`config.mk`:
```
export PLATFORM = sky130hd
export DESIGN_NAME = lif_neuron
export DESIGN_NICKNAME = d
export VERILOG_FILES = /design/src/rtl/lif_pkg.sv /design/src/rtl/lif_weight_sum.sv /design/src/rtl/lif_neuron.sv
export SDC_FILE = /design/constraint.sdc
export NUM_CORES = 1
export LEC_CHECK = 0
export CAP_MARGIN = 20
export CORE_MARGIN = 4
export CORE_UTILIZATION = 51
export CTS_CLUSTER_SIZE = 14
export DETAILED_ROUTE_END_ITERATION = 16
export PLACE_DENSITY = 0.81
export SLEW_MARGIN = 5
export SYNTH_ARGS = -nofsm -noshare
export SYNTH_HDL_FRONTEND = slang
export SYNTH_SLANG_ARGS = --single-unit
```
`constraint.sdc`:
```
create_clock -name clk -period 7.9 [get_ports clk]
set_input_delay 1.58 -clock clk [delete_from_list [all_inputs] [get_ports clk]]
set_output_delay 1.58 -clock clk [all_outputs]
set_load 0.005 [all_outputs]
```
`src/rtl/lif_pkg.sv`:
```
// lif_pkg: shared constants and FSM state type for the LIF neuron and the
// STDP stage.
//   NUM_PRE   - presynaptic inputs per neuron
//   W_WIDTH   - width of one synaptic weight
//   V_WIDTH   - membrane potential width
//   CNT_WIDTH - refractory counter width
//   SYN_WIDTH - width of the synaptic sum (max NUM_PRE * 15 = 60)
package lif_pkg;

  localparam int NUM_PRE   = 4;
  localparam int W_WIDTH   = 4;
  localparam int V_WIDTH   = 8;
  localparam int CNT_WIDTH = 4;
  localparam int SYN_WIDTH = 6;

  typedef enum logic {
    INTEG  = 1'b0,
    REFRAC = 1'b1
  } lif_state_t;

endpackage

```
`src/rtl/lif_weight_sum.sv`:
```
// lif_weight_sum: combinational synaptic sum. Adds the weight of every
// presynaptic input whose spike bit is set.
//   pre_spike [NUM_PRE-1:0]          - one spike bit per presynaptic input
//   weight    [NUM_PRE*W_WIDTH-1:0]  - packed weights, input 0 in the MSBs
//   syn       [SYN_WIDTH-1:0]        - sum of selected weights
module lif_weight_sum
  import lif_pkg::*;
(
  input  logic [NUM_PRE-1:0]         pre_spike,
  input  logic [NUM_PRE*W_WIDTH-1:0] weight,
  output logic [SYN_WIDTH-1:0]       syn
);

  always_comb begin
    syn = '0;
    for (int unsigned i = 0; i < NUM_PRE; i++) begin
      // input i lives in the i-th nibble counting down from the MSB
      if (pre_spike[i]) begin
        syn = syn + SYN_WIDTH'(weight[(NUM_PRE-1-i)*W_WIDTH +: W_WIDTH]);
      end
    end
  end

endmodule

```
`src/rtl/lif_neuron.sv`:
```
// lif_neuron: leaky integrate-and-fire neuron with refractory period.
//   clk, rst_n   - clock, synchronous active-low reset
//   en           - advance enable; all state holds when low
//   pre_spike[3:0], weight[15:0] - presynaptic spikes and packed weights
//   post_spike   - registered one-cycle fire pulse
//   membrane[7:0]- membrane potential
//   refractory   - high while in REFRAC
//   spike_count[7:0] - saturating fire count
// Build option: define LIF_LEAK_EN to enable the membrane >> LEAK_SHIFT leak;
// otherwise leak is zero (pure integrate-and-fire) and LEAK_SHIFT is unused.
module lif_neuron
  import lif_pkg::*;
#(
  parameter int THRESHOLD     = 64,
  parameter int LEAK_SHIFT    = 3,
  parameter int REFRAC_CYCLES = 4
) (
  input  logic                       clk,
  input  logic                       rst_n,
  input  logic                       en,
  input  logic [NUM_PRE-1:0]         pre_spike,
  input  logic [NUM_PRE*W_WIDTH-1:0] weight,
  output logic                       post_spike,
  output logic [V_WIDTH-1:0]         membrane,
  output logic                       refractory,
  output logic [7:0]                 spike_count
);

  if (THRESHOLD < 1 || THRESHOLD > 255) begin : g_bad_threshold
    $error("lif_neuron: THRESHOLD out of range 1..255");
  end
  if (LEAK_SHIFT < 1 || LEAK_SHIFT > 7) begin : g_bad_leak_shift
    $error("lif_neuron: LEAK_SHIFT out of range 1..7");
  end
  if (REFRAC_CYCLES < 0 || REFRAC_CYCLES > 15) begin : g_bad_refrac
    $error("lif_neuron: REFRAC_CYCLES out of range 0..15");
  end

  localparam logic [V_WIDTH-1:0]   THR         = V_WIDTH'(THRESHOLD);
  localparam logic [CNT_WIDTH-1:0] REFRAC_LOAD = CNT_WIDTH'(REFRAC_CYCLES);

  lif_state_t           state_q, state_d;
  logic [V_WIDTH-1:0]   membrane_q, membrane_d;
  logic [CNT_WIDTH-1:0] cnt_q, cnt_d;
  logic                 post_q, post_d;
  logic [7:0]           count_q, count_d;

  logic [SYN_WIDTH-1:0] syn;
  logic [V_WIDTH-1:0]   leak;
  logic [V_WIDTH:0]     sum_wide;
  logic [V_WIDTH-1:0]   next_v;
  logic                 fire;

  lif_weight_sum u_weight_sum (
    .pre_spike (pre_spike),
    .weight    (weight),
    .syn       (syn)
  );

`ifdef LIF_LEAK_EN
  assign leak = membrane_q >> LEAK_SHIFT;
`else
  assign leak = '0;
`endif

  // leak <= membrane, so the extra bit only ever carries overflow
  assign sum_wide = {1'b0, membrane_q} - {1'b0, leak} + (V_WIDTH+1)'(syn);
  assign next_v   = sum_wide[V_WIDTH] ? '1 : sum_wide[V_WIDTH-1:0];
  assign fire     = (next_v >= THR);

  always_comb begin
    state_d    = state_q;
    membrane_d = membrane_q;
    cnt_d      = cnt_q;
    post_d     = 1'b0;
    count_d    = count_q;
    if (en) begin
      case (state_q)
        INTEG: begin
          if (fire) begin
            membrane_d = '0;
            post_d     = 1'b1;
            if (count_q != '1) count_d = count_q + 8'd1;
            if (REFRAC_CYCLES != 0) begin
              state_d = REFRAC;
              cnt_d   = REFRAC_LOAD;
            end
          end else begin
            membrane_d = next_v;
          end
        end
        REFRAC: begin
          membrane_d = '0;
          cnt_d      = cnt_q - 1'b1;
          if (cnt_q == CNT_WIDTH'(1)) state_d = INTEG;
        end
        default: state_d = INTEG;
      endcase
    end
  end

  always_ff @(posedge clk) begin
    if (!rst_n) begin
      state_q    <= INTEG;
      membrane_q <= '0;
      cnt_q      <= '0;
      post_q     <= 1'b0;
      count_q    <= '0;
    end else begin
      state_q    <= state_d;
      membrane_q <= membrane_d;
      cnt_q      <= cnt_d;
      post_q     <= post_d;
      count_q    <= count_d;
    end
  end

  assign post_spike  = post_q;
  assign membrane    = membrane_q;
  assign refractory  = (state_q == REFRAC);
  assign spike_count = count_q;

endmodule

```
Yosys cells after proc, flatten, opt, wreduce, memory -nomap -nowiden --
Index checks and enable logic that the tools add are counted.
Operators by class: add/subtract/negate cells 6, $lt $le $gt $ge 1, equal/unequal tests 3, mux-type cells 12, bitwise operators 3, reduce and logical (&&, ||, !) cells 3
Operators by type and width (count):
- $mux 6 | 3
- $mux 8 | 2
- $pmux 8 s2 | 1
- $add 6x4->6 | 2
- $add 8x6->9 | 1
- $add 8x1->8 const B | 1
- $ge 8x7->1 const B | 1
- $mux 4 | 2
- $ne 8x8->1 const B | 1
- $pmux 4 s2 | 1
- $add 4x4->5 | 1
- $eq 4x1->1 const B | 1
- $reduce_and 4->1 | 1
- $sub 4x1->4 const B | 1
- $not 1->1 | 3
- $reduce_or 3->1 | 1
- $mux 1 | 2
- $ne 2x2->1 const B | 1
- $pmux 1 s2 | 1
- $reduce_and 2->1 | 1
Storage, ports and cells: register bits after elaboration 22, input bits 23, output and inout port bits 18, word-level logic and storage cells 33

Longest topological paths before layout --
word-level depth 12, gate-level depth with buffers 25, mapped depth without buffers 24

Hierarchy --
Synthesis repeated with hierarchy kept, for this count alone.
Second synthesis, totals: cells, all modules 248, area total of the unflattened synthesis 2013.2 um2
By module, submodules not included:
- lif_neuron | times used 1, cells an instance 152, area an instance 1251.2 um2, seq. area each 440.4 um2
- lif_weight_sum | times used 1, cells an instance 96, area an instance 762.0 um2, seq. area each 0.0 um2

Worst setup path before layout --
Ideal clock, no wire load.
path type input -> register, from input port weight[12], to register count_q[6] (netlist: spike_count[6]), library setup time 0.079 ns, data arrival time 5.958 ns, data required time 7.821 ns, slack 1.863 ns, stages 23, path buffers 1, path through and2_1 -> ha_1 -> inv_1 -> fa_1 -> mux2i_1 -> ha_1 -> a21o_1 -> a21oi_1 -> xnor2_1 -> mux2_2 -> ha_1 -> nor2b_1 -> o21ai_0 -> xnor2_1 -> xnor2_1 -> ha_1 -> a21o_1 -> a21oi_1 -> or2b_1 -> o21ai_4 -> buf_6 -> nor3_1 -> a211oi_2
Between the ends: longest elaborated chain between the ends 11
Ends and longest elaborated chain:
- start, declared | line lif_neuron.sv:22 | input logic [NUM_PRE*W_WIDTH-1:0] weight,
- $mux 4 * | line lif_weight_sum.sv:18 | if (pre_spike[i]) begin
- $add 4x4->5 | line lif_weight_sum.sv:19 | syn = syn + SYN_WIDTH'(weight[(NUM_PRE-1-i)*W_WIDTH +: W_WIDTH]);
- $mux 6 * | line lif_weight_sum.sv:18
- $add 6x4->6 | line lif_weight_sum.sv:19
- $mux 6 * | line lif_weight_sum.sv:18
- $add 6x4->6 | line lif_weight_sum.sv:19
- $mux 6 * | line lif_weight_sum.sv:18
- $add 8x6->9 * | line lif_neuron.sv:67 | assign sum_wide = {1'b0, membrane_q} - {1'b0, leak} + (V_WIDTH+1)'(syn);
- $mux 8 * | line lif_neuron.sv:68 | assign next_v = sum_wide[V_WIDTH] ? '1 : sum_wide[V_WIDTH-1:0];
- $ge 8x7->1 * | line lif_neuron.sv:69 | assign fire = (next_v >= THR);
- $reduce_and 4->1 (no source line) *
- end signal, assigned | line lif_neuron.sv:114 | count_q <= count_d;
- end, declared | line lif_neuron.sv:46 | logic [7:0] count_q, count_d;
Mark *: on every way between the ends. The rest lies on a longest branch, timed or not. A chain may end at the register's enable or synchronous reset.

Final worst setup path --
from input port pre_spike[0], to register count_q[7] (netlist: spike_count[7])
Between the ends: longest elaborated chain between the ends 11
Ends and longest elaborated chain:
- start, declared | line lif_neuron.sv:21 | input logic [NUM_PRE-1:0] pre_spike,
- $mux 4 * | line lif_weight_sum.sv:18
- $add 4x4->5 | line lif_weight_sum.sv:19
- $mux 6 * | line lif_weight_sum.sv:18
- $add 6x4->6 | line lif_weight_sum.sv:19
- $mux 6 * | line lif_weight_sum.sv:18
- $add 6x4->6 | line lif_weight_sum.sv:19
- $mux 6 * | line lif_weight_sum.sv:18
- $add 8x6->9 * | line lif_neuron.sv:67
- $mux 8 * | line lif_neuron.sv:68
- $ge 8x7->1 * | line lif_neuron.sv:69
- $reduce_and 4->1 (no source line) *
Marked as above.

==> impl_metrics.py <==
metrics = {
    "outcome": {
        "status": "finished, final reports clean",
    },
    "die": {
        "dieArea_um2": 4590,
        "start_util_pct": 53.8,
        "pin_count": 41,
        "dieWidth_um": 67.8,
        "die_y_um": 67.8,
        "core_um2": 3390,
        "rows": 21,
    },
    "sta": {
        "min_period_ps": 6580,
        "fin_setup_tns_ps": 0,
        "relSlewSlack_pct": 65.6,
        "setup_viol": 0,
        "final_max_slew_viol_count": 0,
        "timing.hold.ws_ps": 496,
        "finalCritPeriodShare_pct": 83.3,
        "max_freq_mhz": 152,
        "rsz0062_at_grt": "false",
        "hold_violations": 0,
        "worstMarginPinSlew_ps": 514,
        "finalClockSkew_ps": 12.4,
    },
    "clocking": {
        "cts_tree": "yes",
        "clock-root-buffer": "clkbuf_4",
        "post-cts-setup-buffer-count": 0,
        "cts.htree.levels": 1,
        "ctsResizeCount": 0,
        "clockBufferDepth": 2,
        "clk_pin_slew_ps": 120,
        "cts_buffers": 3,
        "clkLatencyLatePin_ps": 300,
        "cts.hold.buffers_added": 0,
        "cts_num_sinks": 22,
    },
    "cells_and_area": {
        "final_util_pct": 67.2,
        "ff_latch_area_um2": 440,
        "syn2layout_area_growth_pct": 24.9,
        "insertedDiodeCount": 0,
        "multi_input_area_um2": 1310,
        "fin_nets": 301,
        "drive_gt1_share_pct": 7.14,
        "n_fill_cell": 288,
    },
    "yosys": {
        "yosysWarnings": 0,
        "syn_nets": 261,
        "async_reset_ff_share_pct": 0,
        "synthCells": 214,
        "syn_area_um2": 1820,
        "syn_avg_cell_area_um2": 8.52,
        "ys_ff_latch": 22,
        "ys_seq_area_share_pct": 24.2,
        "synth_edf_count": 0,
        "ys_dominant_reg_cell": "dfxtp_1",
        "synth_cell_types": 44,
    },
    "power_and_ir_drop": {
        "p_switching_mw": 0.135,
        "p_comb_share_pct": 51.5,
        "p_int_mw": 0.243,
        "p_seq_share_pct": 35.8,
        "power.share.clock_pct": 12.6,
        "leakage_nw": 0.902,
        "ir_drop_mv": 0.0960,
        "swShare_pct": 35.7,
        "p_per_area_nw_per_um2": 166,
    },
    "job": {
        "maxCapViolations": 0,
    },
    "grt": {
        "grt_pass1_vias": 1566,
        "antenna_found_initial": 0,
        "grt_pass1_wl_mm": 6.35,
        "grt.total_usage_pct": 17.5,
        "grt_max_degree": 15,
        "grt.overflow.total": 0,
    },
    "worst_hold_path": {
        "hold_class": "flip-flop to flip-flop",
        "hold_depth": 2,
        "min_from": "membrane[0]$_SDFFE_PN0P_",
        "hold_path_end": "membrane[0]$_SDFFE_PN0P_",
    },
    "routing": {
        "firstDrtPassIters": 4,
        "routed.top_layer": "met4",
        "vias": 1615,
        "postRouteWirelength_mm": 3.73,
        "wl_per_cell_um": 12.5,
        "wl_met2_mm": 1.76,
        "drtIter0Drc": 44,
        "vias_per_cell": 5.42,
        "wl_met3_um": 190,
        "wl_met1_mm": 1.73,
        "drcViolationCount": 0,
        "antenna_left": 0,
    },
    "worst_setup_path": {
        "worst-setup-path-type": "primary input to flip-flop",
        "worstPathMaxFanout": 14,
        "cp_common_cell": "ha_1",
        "ff2ff_setup_slack_ps": 5530,
        "critPathTopFamily": "adder cells",
        "worst-path-buf-inv": 2,
        "crit_path_max_incr_delay_ps": 500,
        "r2r_cells": 7,
        "crit_required_ps": 8120,
        "rr_startpoint": "membrane[0]$_SDFFE_PN0P_",
        "crit_chain": "clkdlybuf4s50_1 > and2_1 > ha_1 > inv_1 > fa_1 > mux2i_1 > ha_1 > a21o_1 > a21oi_1 > xnor2_1 > mux2_2 > ha_1 > nor2b_1 > o21ai_0 > xnor2_1 > xnor2_1 > ha_1 > a21o_1 > a21oi_1 > or2b_1 > o21ai_4 > nor4_1 > a211oi_1",
        "cp.arrival_ps": 6800,
        "end_kind": "flip-flop",
        "r2r_end": "spike_count[5]$_SDFFE_PN0P_",
        "critPathSlowestCell": "clkdlybuf4s50_1",
        "start_kind": "primary input",
    },
    "place": {
        "dp_hpwl_mm": 2.97,
        "numPortBuffers": 40,
        "gp_routability_congestion": 0.912,
    },
}
[power by group through the flow]
stage,clock network (mW),logic (mW),registers [mW]
2_1_floorplan,0,0.138,0.137
3_3_place_gp,0,0.193,0.138
3_5_place_dp,0,0.196,0.139
4_1_cts,0.0508,0.197,0.136
5_1_grt,0.0562,0.220,0.138
6_report,0.0478,0.195,0.135
[worst min-delay path: cells and delay by family (launching register included)]
family | cells | cell delay [ps]
flip-flops | 1 | 350
AO/OA/AOI/OAI | 1 | 60
AND/OR/NAND/NOR | 1 | 50
[how the worst max path moves through the flow]
stage                                              to  slack (ps)  depth (start not counted)    startpoint
after floorplan           spike_count[6]$_SDFFE_PN0P_        1860                         23    weight[12]
after global placement    spike_count[7]$_SDFFE_PN0P_        1130                         23  pre_spike[0]
after detailed placement  spike_count[7]$_SDFFE_PN0P_         990                         23  pre_spike[0]
after CTS                 spike_count[5]$_SDFFE_PN0P_        1300                         23  pre_spike[0]
after global routing            cnt_q[3]$_SDFFE_PN0P_         880                         23  pre_spike[0]
final                     spike_count[7]$_SDFFE_PN0P_        1320                         23  pre_spike[0]
[synth_stat cells (2+ instances only)]
| cell | number | share of area [%] |
|---|---|---|
| inv_1 | 12 | 2.5 |
| nor2b_1 | 4 | 1.4 |
| dfxtp_1 | 22 | 24 |
| nand2_1 | 20 | 4.1 |
| nand4_1 | 2 | 0.69 |
| o21ai_0 | 11 | 3.0 |
| clkbuf_1 | 4 | 0.82 |
| fa_1 | 4 | 4.4 |
| xor2_1 | 5 | 2.4 |
| mux2i_1 | 7 | 3.8 |
| maj3_1 | 2 | 1.1 |
| xnor2_1 | 7 | 3.4 |
| mux2_2 | 6 | 3.7 |
| a21o_1 | 3 | 1.2 |
| ha_1 | 20 | 14 |
| o21bai_1 | 2 | 0.82 |
| o31a_2 | 2 | 1.1 |
| and2b_2 | 2 | 0.96 |
| nand3_1 | 10 | 2.7 |
| o21a_1 | 5 | 2.1 |
| nand2b_1 | 2 | 0.69 |
| or4_1 | 2 | 0.82 |
| a211oi_1 | 2 | 0.82 |
| and3_1 | 2 | 0.69 |
| and2_1 | 5 | 1.7 |
| nor2_1 | 16 | 3.3 |
| nor3_1 | 2 | 0.55 |
| a21oi_1 | 15 | 4.1 |
| o31ai_1 | 3 | 1.2 |
[logic make-up (layout without fill, tap and decap cells)]
family / count (synthesis) / after routing / synth area share, %
AOI/OAI and AO/OA: 55 / 55 / 21.0
muxes: 13 / 13 / 7.55
and+or+nand+nor: 69 / 69 / 18.4
DFF: 22 / 22 / 24.2
xor gates and xnor gates: 12 / 12 / 5.77
buffers and inverters: 17 / 55 / 3.91
adders and majority gates: 26 / 26 / 19.2
[sequential cells by signal, indices dropped and copies added, names as in the netlist]
name         count
cnt_q            4
membrane         8
post_spike       1
refractory       1
spike_count      8
[routing by layer]
metal | vias up | track usage [%]
li1 | 848 | -
met1 | 725 | 22.5
met2 | 36 | 30.5
met3 | 6 | 1.83
met4 | 0 | 5.21
met5 | - | 0
[placed cells by master (no fill, tap or decap), types with 6 or more instances in the layout]
cell type	instances
mux2i_1	7
dfxtp_1	22
nand3_1	10
o21ai_0	11
ha_1	20
xnor2_1	7
inv_1	12
clkdlybuf4s50_1	40
nor2_1	16
mux2_2	6
a21oi_1	15
nand2_1	20
[cell type report]
class | instances | share of cell area (%)
inverters | 12 | 1.98
flip-flops and latches | 22 | 19.3
repair buffers | 40 | 17.6
clock buffers | 3 | 0.989
multi-input cells | 175 | 57.6
well taps | 46 | 2.53
[metrics by stage]
stage / std cells / worst slack [ps] / power, mW / instance area, um^2
5_1_grt: 298 / 879 / 0.414 / 2280
3_3_place_gp: 295 / 1130 / 0.331 / 2250
2_1_floorplan: 214 / 1860 / 0.275 / 1820
4_1_cts: 298 / 1300 / 0.383 / 2280
3_5_place_dp: 295 / 993 / 0.335 / 2250
6_report: 298 / 1320 / 0.378 / 2280
No activity file was read; power rests on OpenSTA's default activity.
